### config.mk
export PLATFORM = sky130hd
export DESIGN_NAME = mux_n_ne_1_pipe
export DESIGN_NICKNAME = d
export VERILOG_FILES = /design/src/rtl/mux_n_ne_1_pipe.sv
export SDC_FILE = /design/constraint.sdc
export NUM_CORES = 1
export LEC_CHECK = 0
export ABC_AREA = 1
export BUFFER_PORTS_ARGS = -buffer_cell sky130_fd_sc_hd__buf_2
export CORE_MARGIN = 2
export CORE_UTILIZATION = 45
export DETAILED_ROUTE_END_ITERATION = 10
export GPL_ROUTABILITY_DRIVEN = 0
export GPL_TIMING_DRIVEN = 0
export PLACE_DENSITY = 0.82
export SLEW_MARGIN = 40
export SYNTH_ARGS = -nofsm -noshare
export SYNTH_HDL_FRONTEND = slang
export SYNTH_SLANG_ARGS = --single-unit
### constraint.sdc
create_clock -name Clock -period 2.37 [get_ports Clock]
set_clock_uncertainty 0.15 [all_clocks]
set_input_delay 0.5925 -clock Clock [delete_from_list [all_inputs] [get_ports Clock]]
set_output_delay 0.5925 -clock Clock [all_outputs]
set_load 0.03 [all_outputs]
### src/rtl/mux_n_ne_1_pipe.sv
// mux_n_ne_1_pipe
// Registered N-channel, W-bit result selector for the 16-bit CPU datapath.
// On each accepted valid/ready transaction it selects one channel of `hyrjet`
// with `S` and stores it in a 2-entry skid buffer. The head entry is presented
// on `dalja`/`gabim` one cycle later. If `S` is out of range, the stored entry
// has data 0 and its error flag set. Backpressure depends only on registered
// occupancy, so no combinational path runs from out_ready or in_valid to
// in_ready.
module mux_n_ne_1_pipe #(
    parameter int W  = 16,  // width of each channel and of the output
    parameter int N  = 5,   // number of input channels, 2..2**SW
    parameter int SW = 3    // select width, 2**SW >= N
) (
    input  logic           Clock,
    input  logic           Reset,
    input  logic [N*W-1:0] hyrjet,
    input  logic [SW-1:0]  S,
    input  logic           in_valid,
    output logic           in_ready,
    output logic [W-1:0]   dalja,
    output logic           gabim,
    output logic           out_valid,
    input  logic           out_ready,
    output logic [1:0]     niveli
);

    // One buffered result: the selected data word plus its out-of-range flag.
    typedef struct packed {
        logic [W-1:0] data;
        logic         err;
    } entry_t;

    // Buffer occupancy encodings. Occupancy is also the control state.
    localparam logic [1:0] LVL_EMPTY = 2'd0;
    localparam logic [1:0] LVL_ONE   = 2'd1;
    localparam logic [1:0] LVL_FULL  = 2'd2;

    // Registered state. `head` is always the oldest entry. `tail` holds the
    // second entry and is only meaningful when the buffer is full.
    entry_t     head_q, head_d;
    entry_t     tail_q, tail_d;
    logic [1:0] level_q, level_d;

    // Datapath and handshake helpers.
    entry_t     new_entry;
    logic       push;
    logic       pop;

    // Select the addressed channel; any select at or above N yields an error entry.
    // NOTE: every variable written in an always_comb gets a default on entry,
    // so no path through the block can leave it unassigned and infer a latch.
    always_comb begin
        new_entry      = '0;
        new_entry.err  = 1'b1;
        for (int k = 0; k < N; k++) begin
            if (S == SW'(k)) begin
                new_entry.data = hyrjet[k*W +: W];
                new_entry.err  = 1'b0;
            end
        end
    end

    // Handshakes. Both sides depend only on registered occupancy.
    assign in_ready  = (level_q != LVL_FULL);
    assign out_valid = (level_q != LVL_EMPTY);
    assign push      = in_valid & in_ready;
    assign pop       = out_valid & out_ready;

    // Compute the next buffer contents from the push/pop pair.
    // Push and pop together can only happen at occupancy one: when full,
    // in_ready is low, and when empty, out_valid is low.
    always_comb begin
        head_d  = head_q;
        tail_d  = tail_q;
        level_d = level_q;
        case ({push, pop})
            2'b10: begin
                if (level_q == LVL_EMPTY) begin
                    head_d  = new_entry;
                    level_d = LVL_ONE;
                end else begin
                    tail_d  = new_entry;
                    level_d = LVL_FULL;
                end
            end
            2'b01: begin
                // Advance the queue. An unused tail is kept at zero, so a
                // buffer that drains to empty also leaves a zero head.
                head_d  = tail_q;
                tail_d  = '0;
                level_d = level_q - 2'd1;
            end
            2'b11: begin
                // Occupancy one: the outgoing head is replaced by the new entry.
                head_d  = new_entry;
            end
            default: begin
            end
        endcase
    end

    // Register buffer state. Synchronous reset discards both entries.
    // NOTE: sequential state uses non-blocking assignments only, so every
    // flop samples the pre-edge values regardless of statement order.
    always_ff @(posedge Clock) begin
        if (Reset) begin
            // NOTE: the two data slots are reset along with occupancy. They
            // are tiny, and clearing them means no stale word can ever reach
            // dalja after a flush.
            head_q  <= '0;
            tail_q  <= '0;
            level_q <= LVL_EMPTY;
        end else begin
            head_q  <= head_d;
            tail_q  <= tail_d;
            level_q <= level_d;
        end
    end

    // Present the head entry only while it is valid; otherwise drive zeros.
    assign dalja  = out_valid ? head_q.data : '0;
    assign gabim  = out_valid ? head_q.err  : 1'b0;
    assign niveli = level_q;

endmodule

==> impl_metrics.json <==
{
  "drc": 0,
  "post_drt_wl_per_cell_um": 12.12,
  "finalSetupViolCount": 0,
  "synth_xor_xnor_area_share": 0,
  "synth_cells": 422,
  "drive_above_1_share": 0.3290,
  "synth_most_common_cell": "nand2_1",
  "ant_nets": 0,
  "end_kind": "primary output",
  "fin_ws_ns": 0.07428,
  "use_met1": 0.3023,
  "rows": 27,
  "arrival_ns": 1.55,
  "tritoncts": "done",
  "synth-compound-area-share": 0.2277,
  "p_sw_frac": 0.4621,
  "grt_pass1_vias": 2831,
  "setup_tns_ns": 0,
  "critPathSlowestCell": "dfxtp_2",
  "dpl.hpwl_mm": 5.733,
  "gr-total-overflow": 0,
  "nFillCells": 549,
  "pwr-share-seq": 0.328,
  "ys.flop_type": "dfxtp_1",
  "drt_pass1_iterations": 4,
  "synth_nets": 513,
  "timing_hold_violations_final": 0,
  "vias": 2994,
  "power_density_mw_per_mm2": 904.9,
  "place_ws_ns": 0.07171,
  "finalCritPeriodShare": 0.9687,
  "clk_pin_slew_ns": 0.06,
  "status": "complete, no violations",
  "use_met2": 0.4186,
  "cts_made_buffers": 5,
  "synth-seq-area-share": 0.2833,
  "synth_top_area_frac": 0.2833,
  "die_w_um": 79.19,
  "portBuffers": 107,
  "grt_pass1_wl_mm": 12.16,
  "synthMuxAreaShare": 0.003935,
  "power_frac_comb": 0.512,
  "postCtsSetupRepairBufs": 0,
  "pwr-share-clk": 0.160,
  "htree_levels": 2,
  "clk_latency_ns": 0.30,
  "avgSynthCellArea_um2": 6.028,
  "grt_use_met3": 0.03523,
  "ys_top_cells_by_count": "nand2_1 (70), inv_1 (67), a21oi_1 (50)",
  "clock_path_buffers": 2,
  "peakVddDrop_mv": 0.5212,
  "max_stage_delay_ns": 0.34,
  "synthAdderAreaFrac": 0.01968,
  "initial_core_util": 0.4648,
  "via_per_inst": 4.932,
  "cp_max_fo": 19,
  "cts_num_sinks": 36,
  "worst_pin_slew_ns": 0.4120,
  "final_area_mm2": 0.003273,
  "synth_area_leaders": "dfxtp_1 (28%), nand2_1 (10%), inv_1 (9.9%), a21oi_1 (9.8%), o21ai_0 (9.2%)",
  "p_int_mw": 1.593,
  "rsz0062_at_grt": "false",
  "root_buffer": "clkbuf_8",
  "min_period_ns": 2.296,
  "cp-start-kind": "register",
  "relSlewSlack": 0.7254,
  "fin_total_pwr_mw": 2.962,
  "grt_max_degree": 20,
  "cts_resized": 0,
  "hold_ws_ns": 0.3582,
  "fp.coreArea_mm2": 0.005473,
  "diodes": 0,
  "leakage_nw": 1.799,
  "p_sw_mw": 1.369,
  "dpl_cell_area_mm2": 0.003173,
  "yosys_register_bits": 36,
  "placed_cells": 601,
  "cts_hold_buffers": 0,
  "synth_area_leader_cell": "dfxtp_1",
  "async_flop_share": 0,
  "worstSetupPathType": "reg -> out",
  "yosys.area_share.simple": 0.2937,
  "drt_iter0_markers": 160,
  "fin_nets": 626,
  "maxSlewViolCount": 0,
  "hold_path_class": "in -> reg",
  "synth_edf_count": 0,
  "die_y_um": 79.19,
  "track_usage": 0.2443,
  "final_cells": 607,
  "synth_top_family_by_area": "simple AND/OR/NAND/NOR gates",
  "cp.required_ns": 1.63,
  "fmax_mhz": 435.6,
  "top_usage_layer": "met2",
  "netlist_area_mm2": 0.002544,
  "maxCapViolations": 0,
  "crit_chain": "inv_1 -> ha_1 -> clkbuf_4 -> nor2_1 -> buf_2",
  "antenna_found_initial": 0,
  "syn2layout_area_growth_pct": 28.68,
  "final_core_util": 0.5981,
  "die_area_mm2": 0.006270,
  "ioPinCount": 108,
  "synth-warning-count": 0,
  "yosysUniqueCellTypes": 29,
  "wl_mm": 7.359
}
==> power by group through the flow <==
stage | logic, mW | registers [mW] | clock network (mW)
floorplan | 1.06 | 0.970 | 0
finish | 1.52 | 0.971 | 0.473
global placement | 1.47 | 0.964 | 0
global route | 1.72 | 0.992 | 0.497
detailed placement | 1.51 | 0.975 | 0
CTS | 1.51 | 0.964 | 0.480
==> layout by cell type, fill, tap and decap left out, drive strengths merged <==
cell,instances
a21oi,52
o21ai,60
nor2,53
mux2i,1
inv,82
a211oi,1
ha,4
nand3,17
clkbuf,18
clkinv,3
nand2,82
buf,117
dfxtp,36
nand4,8
nor3,1
==> layer usage <==
| metal | up-vias | wire length, µm |
|---|---|---|
| li1 | 1544 | - |
| met1 | 1339 | 3220 |
| met2 | 97 | 3584 |
| met3 | 14 | 416 |
| met4 | 0 | 137 |
| met5 | - | 0 |
==> final timing paths <==
check / start / to / slack, ns / cells after the start
setup / recovery: niveli[0] / dalja[11] / 0.07 / 5
hold / removal: Reset / tail_q[0] / 0.36 / 2
hold reg to reg: niveli[1] / niveli[1] / 0.37 / 2
setup reg to reg: niveli[0] / tail_q[14] / 0.22 / 11
==> kinds of logic after synthesis <==
kind of cell,count (synthesis)
mux,1
simple gates,161
flops,36
compound gates,113
buf+inv,107
fa+ha+maj,4
==> registers in the layout, summed over array words and instances, names as in the netlist <==
name	flops
niveli	2
tail_q	17
head_q	17
==> final cells by class <==
class	instances	area (µm²)	area share
multi-input combinational	279	1386	0.4235
buffer	21	121.4	0.03708
tap	72	90.09	0.02752
clock buffer	7	96.34	0.02943
timing repair buffer	107	535.5	0.1636
inverter	85	321.6	0.09824
sequential	36	721.9	0.2206
==> critical path, delay by kind of cell, from the launching register on <==
kind	cells	cell delay [ns]
buffers and inverters	3	0.52
flip-flops	1	0.34
adder cells (fa/ha/maj)	1	0.21
AND/OR/NAND/NOR	1	0.19
No activity file was read; power rests on OpenSTA's default activity.
